===== src/rtl/delay_line_pkg.sv =====
// Shared types for the delay-line controller.
//   dl_state_t : controller states. IDLE accepts a sample, READ waits for the
//                RAM read data, and HOLD presents the delayed sample until the
//                sink takes it.
package delay_line_pkg;

  typedef enum logic [1:0] {
    IDLE = 2'd0,
    READ = 2'd1,
    HOLD = 2'd2
  } dl_state_t;

endpackage


===== src/rtl/delay_line_ctrl.sv =====
// Delay-line controller driving a dual-port sample RAM (read-first on a
// same-address collision, one-cycle read latency). Each accepted sample is
// written at wr_ptr. The sample written `offset` accepts earlier is read in
// the same cycle and presented on a valid/ready output.
//
// Ports:
//   clk, rst_n              clock; asynchronous active-low reset
//   in_valid/in_ready       input handshake; in_data sample, offset delay
//   out_valid/out_ready     output handshake; out_data delayed sample
//   ram_wr_en/addr, ram_din RAM write port
//   ram_rd_en/addr          RAM read port
//   ram_dout                RAM read data, one cycle after ram_rd_en
module delay_line_ctrl
  import delay_line_pkg::*;
#(
  parameter int A_WIDTH = 9,
  parameter int D_WIDTH = 8
) (
  input  logic               clk,
  input  logic               rst_n,
  input  logic               in_valid,
  output logic               in_ready,
  input  logic [D_WIDTH-1:0] in_data,
  input  logic [A_WIDTH-1:0] offset,
  output logic               out_valid,
  input  logic               out_ready,
  output logic [D_WIDTH-1:0] out_data,
  output logic               ram_wr_en,
  output logic [A_WIDTH-1:0] ram_wr_addr,
  output logic [D_WIDTH-1:0] ram_din,
  output logic               ram_rd_en,
  output logic [A_WIDTH-1:0] ram_rd_addr,
  input  logic [D_WIDTH-1:0] ram_dout
);

  // Fill count saturates at the full depth, 2**A_WIDTH.
  localparam logic [A_WIDTH:0] FILL_MAX = {1'b1, {A_WIDTH{1'b0}}};

  dl_state_t          state;
  dl_state_t          state_nxt;
  logic [A_WIDTH-1:0] wr_ptr;
  logic [A_WIDTH:0]   fill_cnt;
  logic [A_WIDTH:0]   fill_l;
  logic [A_WIDTH-1:0] offset_l;
  logic [D_WIDTH-1:0] in_data_l;
  logic               accept;

  // Zero delay bypasses the RAM because a same-address read returns the old
  // contents. Slots not yet written since reset read as zero, which hides
  // whatever the RAM held before reset.
  function automatic logic [D_WIDTH-1:0] sel_out(
    input logic [A_WIDTH-1:0] off,
    input logic [A_WIDTH:0]   fill,
    input logic [D_WIDTH-1:0] byp,
    input logic [D_WIDTH-1:0] rd
  );
    if (off == '0)
      return byp;
    else if (fill < {1'b0, off})
      return '0;
    else
      return rd;
  endfunction

  // in_ready is held low while reset is asserted, not just after it.
  assign in_ready    = rst_n && (state == IDLE);
  assign accept      = in_valid && in_ready;

  assign ram_wr_en   = accept;
  assign ram_rd_en   = accept;
  assign ram_wr_addr = wr_ptr;
  assign ram_rd_addr = wr_ptr - offset;
  assign ram_din     = in_data;

  always_comb begin
    state_nxt = state;
    case (state)
      IDLE:    if (accept) state_nxt = READ;
      READ:    state_nxt = HOLD;
      HOLD:    if (out_ready) state_nxt = IDLE;
      default: state_nxt = IDLE;
    endcase
  end

  always_ff @(posedge clk or negedge rst_n) begin
    if (!rst_n) begin
      state     <= IDLE;
      wr_ptr    <= '0;
      fill_cnt  <= '0;
      fill_l    <= '0;
      offset_l  <= '0;
      in_data_l <= '0;
      out_valid <= 1'b0;
      out_data  <= '0;
    end else begin
      state <= state_nxt;

      // Accept stage: write side advances and the request is latched.
      if (accept) begin
        wr_ptr    <= wr_ptr + 1'b1;
        offset_l  <= offset;
        in_data_l <= in_data;
        fill_l    <= fill_cnt;
        if (fill_cnt != FILL_MAX)
          fill_cnt <= fill_cnt + 1'b1;
      end

      // Read stage: RAM data is available now; load the output register.
      if (state == READ) begin
        out_valid <= 1'b1;
        out_data  <= sel_out(offset_l, fill_l, in_data_l, ram_dout);
      end else if (state == HOLD && out_ready) begin
        out_valid <= 1'b0;
      end
    end
  end

endmodule


===== config.mk =====
export PLATFORM = sky130hd
export DESIGN_NAME = delay_line_ctrl
export DESIGN_NICKNAME = d
export VERILOG_FILES = /design/src/rtl/delay_line_pkg.sv /design/src/rtl/delay_line_ctrl.sv
export SDC_FILE = /design/constraint.sdc
export NUM_CORES = 1
export LEC_CHECK = 0
export BUFFER_PORTS_ARGS = -buffer_cell sky130_fd_sc_hd__buf_2
export CAP_MARGIN = 20
export CORE_MARGIN = 4
export CORE_UTILIZATION = 58
export DETAILED_ROUTE_END_ITERATION = 7
export GPL_TIMING_DRIVEN = 0
export PLACE_DENSITY = 0.85
export SYNTH_ARGS = -nofsm -noshare
export SYNTH_HDL_FRONTEND = slang
export SYNTH_SLANG_ARGS = --single-unit

===== constraint.sdc =====
create_clock -name clk -period 4.16 [get_ports clk]
set_input_delay 0.416 -clock clk [delete_from_list [all_inputs] [get_ports clk]]
set_output_delay 0.416 -clock clk [all_outputs]
set_load 0.005 [all_outputs]

Word-level counts from Yosys, hierarchy flattened
Index checks and enable logic that the tools add are counted.

word-level totals
  output and inout port bits = 38
  input bits = 29
  word-level logic and storage cells = 32
  register bits = 57

operators by class
  reduce and logical (&&, ||, !) cells = 8
  add/subtract/negate cells = 3
  magnitude comparators = 1
  equal/unequal tests = 5
  multiplexer cells = 7

operators by type and width
  operator                                                         number
  8-bit two-way mux                                                2
  10-bit by 1-bit adder with 10-bit output, second input constant  1
  10-bit by 9-bit < comparator with 1-bit output                   1
  10-bit inequality test, second input constant                    1
  9-bit by 1-bit adder with 9-bit output, second input constant    1
  9-bit logical NOT                                                1
  9-bit subtractor                                                 1
  2-bit case mux with 3 select lines                               1
  2-bit two-way mux                                                2
  2-bit inequality test, second input constant                     2
  2-bit AND reduction                                              2
  1-bit logical AND                                                3
  2-bit by 1-bit == test with 1-bit output, second input constant  1
  2-bit == test, second input constant                             1
  2-bit logical NOT                                                1
  1-bit two-way mux                                                2
  2-bit nonzero test                                               1

Depth between registers and ports, before layout
  depth in word-level cells = 5
  gate-level depth with buffers = 8
  mapped depth without buffers = 8

Worst setup path before layout
No wires, ideal clock.

  path kind = register to output
  start = register wr_ptr[0] (netlist: ram_wr_addr[0])
  end = output port ram_rd_addr[8]
  slack = 1.979 ns
  path buffers = 0
  data required time = 3.744 ns
  arrival time = 1.765 ns
  cell stages (with the launch flop) = 9
  cells stage by stage = dfrtp_1 inv_1 ha_1 fa_1 and2b_2 o2111ai_1 nand2_1 o41ai_1 xnor2_1

on the way
  cells in the longest elaborated chain, start to end = 1

ends and longest elaborated chain
  element                 RTL line                source
  start, declared         delay_line_ctrl.sv:41   logic [A_WIDTH-1:0] wr_ptr;
  start signal, assigned  delay_line_ctrl.sv:100  wr_ptr <= wr_ptr + 1'b1;
  9-bit subtractor        delay_line_ctrl.sv:72   assign ram_rd_addr = wr_ptr - offset;
  end, declared           delay_line_ctrl.sv:32   output logic [A_WIDTH-1:0] ram_rd_addr,

No other way between the ends.

Final worst setup path
Ends and elaborated chain as after synthesis.

==> results.py <==
metrics = {
    "run_status": {
        "status": "finished clean",
    },
    "final_layout": {
        "n_fill_cell": 382,
        "multiInputGateArea_um2": 1390,
        "num_antenna_cells": 0,
        "seqCellArea_um2": 1430,
        "nNetsFinal": 412,
        "layoutNonFillerInstCount": 438,
        "final_util_pct": 72.5,
        "drive_gt1_share_pct": 32.6,
        "final_area_um2": 3680,
        "areaGrowthSynthToFinish_pct": 21.7,
    },
    "pwr": {
        "p_clk_share_pct": 28.4,
        "p_int_mw": 1.34,
        "leakage_nw": 1.85,
        "seq_power_share_pct": 40.3,
        "p_comb_share_pct": 31.3,
        "switchingPower_uw": 647,
        "p_per_area_nw_per_um2": 541,
        "irDropWorstVdd_v": 0.000440,
        "power_mw": 1.99,
        "p_sw_share_pct": 32.5,
    },
    "logic_synthesis": {
        "synth_edf_count": 0,
        "ys.flop_type": "dfrtp_1",
        "synth_xor_area_share_pct": 7.25,
        "synthTopCellsByCount": "dfrtp_1 (57), inv_1 (24), xnor2_1 (24), o21ai_0 (23), nand2_1 (22)",
        "seq_area_frac_synth_pct": 47.2,
        "syn_avg_cell_area_um2": 10.6,
        "synthSimpleGateAreaFrac_pct": 14.0,
        "synth_top_family_by_area": "simple AND/OR/NAND/NOR gates",
        "synth_compound_area_share_pct": 9.40,
        "synth.ff_latch_count": 57,
        "syn-cell-area_um2": 3020,
        "yosysTopAreaCell": "dfrtp_1",
        "synth.most_common_cell": "dfrtp_1",
        "synth_fa_ha_area_share_pct": 8.53,
        "synth_top_area_share_pct": 47.2,
        "synth_cell_type_count": 40,
        "synth.area.mux_share_pct": 6.71,
        "ys_async_sr_fraction_pct": 100,
        "synth_nets": 334,
        "yosysWarnings": 0,
        "synth.area.top_cells": "dfrtp_1 (47%), ha_1 (7.9%), xnor2_1 (7.0%)",
        "syn_inst": 285,
    },
    "route": {
        "ant_nets": 0,
        "initialDrtViolationCount": 76,
        "firstDrtPassIters": 5,
        "wl_um": 6180,
        "wl_per_cell_um": 14.1,
        "drc_errors": 0,
        "vias_per_cell": 5.29,
        "via_count": 2318,
    },
    "placed_design": {
        "dpl_worst_slack_ns": 1.56,
        "dpl_cell_area_um2": 3460,
        "dp.cells": 422,
        "place_congestion": 0.838,
        "hpwlAfterDp_um": 4710,
        "port_buffers": 66,
    },
    "global_routing": {
        "grt_max_degree": 32,
        "grt_pass1_wl_um": 10100,
        "grt-ovfl-total": 0,
        "grtUsageMet1_pct": 25.7,
        "grt_use_met3_pct": 4.04,
        "busiest_layer": "met2",
        "grt.total_usage_pct": 20.5,
        "met2_usage_pct": 33.8,
        "antenna_found_initial": 0,
        "grt_pass1_vias": 2306,
    },
    "die": {
        "rows": 26,
        "core-area_um2": 5070,
        "die_w_um": 80.2,
        "die_h_um": 80.2,
        "dieArea_um2": 6430,
        "io-pin-count": 67,
        "floorplan.initialDensity_pct": 59.5,
    },
    "sta": {
        "timing.final.crit_share_pct": 69.1,
        "finalCriticalPeriod_ns": 2.87,
        "rsz0062_at_grt": "false",
        "tightest_slew_ns": 0.675,
        "fin_skew_ns": 0.00606,
        "slew_headroom_pct": 55.0,
        "fin_hold_ws_ns": 0.107,
        "layout_setup_ws_ns": 1.29,
        "hold_viol": 0,
        "slew_viol_final": 0,
        "fin_tns_setup_ns": 0,
        "fmax_mhz": 348,
        "setup_viol": 0,
    },
    "worst_setup_path": {
        "critPathCaptureType": "primary output",
        "critPathRequiredTime_ns": 3.74,
        "cp_max_fo": 4,
        "crit_arrival_ns": 2.46,
        "path_class": "reg2out",
        "crit_path_start_kind": "flop",
    },
    "clock_network": {
        "cts_buffer_depth": 2,
        "post_cts_buffers": 0,
        "cts_resized": 0,
        "htreeDepth": 3,
        "holdBufCountCts": 0,
        "path_clk_slew_ns": 0.07,
        "cts-buffers-inserted": 9,
        "cts_tree": "yes",
        "insertion_delay_ns": 0.34,
        "clkSinkCount": 57,
        "cts-root-buf": "clkbuf_8",
    },
    "run": {
        "cap_violations": 0,
    },
    "worst_hold_path": {
        "min_path_type": "in2async",
    },
}
final timing paths:
check	startpoint	endpoint	slack (ns)	depth (start not counted)
setup / recovery	ram_wr_addr[0]	ram_rd_addr[8]	1.29	9
hold / removal	rst_n	out_valid	0.11	1
setup reg to reg	offset_l[1]	out_data[1]	2.33	6
hold reg to reg	fill_l[0]	fill_l[0]	0.51	1
max in group asynchronous	rst_n	ram_wr_addr[0]	3.46	2
min in group clk	offset[2]	offset_l[2]	0.30	3
cell type report:
cell class	instances	share of cell area, %
Clock inverter	7	2.59
Buffer	17	3.20
Sequential cell	57	38.8
Timing Repair Buffer	67	9.53
Clock buffer	9	3.37
Inverter	24	2.45
Tap cell	70	2.38
Multi-Input combinational cell	187	37.7
power groups by stage:
stage	logic, mW	registers [mW]	clock network, mW
final	0.623	0.802	0.564
after global routing	0.703	0.821	0.603
after CTS	0.628	0.802	0.578
after detailed placement	0.621	0.811	0
after global placement	0.592	0.804	0
after floorplan	0.410	0.786	0
sequential cells by signal, summed over array words and instances, names as in the netlist:
| register | flops |
|---|---|
| offset_l | 9 |
| state | 2 |
| out_valid | 1 |
| ram_wr_addr | 9 |
| fill_cnt | 10 |
| fill_l | 10 |
| out_data | 8 |
| in_data_l | 8 |
placed cells by master (no fill, tap or decap), types with 3 or more instances in the layout:
cell and count:
inv_1 24, nand2_1 22, nor2b_1 6, mux2_2 18, dfrtp_1 57, o21ai_0 23
nor2_1 7, clkbuf_1 3, xnor2_1 24, a21oi_1 4, nand4_1 6, clkbuf_8 9
and3_1 4, nand3_1 12, buf_4 12, and2b_1 4, buf_2 67, ha_1 19
a31oi_1 9
kinds of logic after synthesis:
kind of cell / Yosys count
and+or+nand+nor: 77
DFF: 57
AOI/OAI and AO/OA: 47
buffers and inverters: 41
xor gates and xnor gates: 25
adders and majority gates: 20
muxes: 18
worst max-delay path, stage by stage, from the launching register on:
cell	delay, ns
dfrtp_1	0.40
inv_1	0.09
ha_1	0.20
fa_1	0.23
and2b_2	0.24
o2111ai_1	0.19
nand2_1	0.10
o41ai_1	0.38
xnor2_1	0.16
buf_2	0.13
routing by layer:
layer | vias to the layer above | routed length [um]
met5 | - | 0
met2 | 69 | 2980
met4 | 0 | 123
li1 | 1135 | -
met3 | 11 | 366
met1 | 1103 | 2710
No activity file was read; power rests on OpenSTA's default activity.
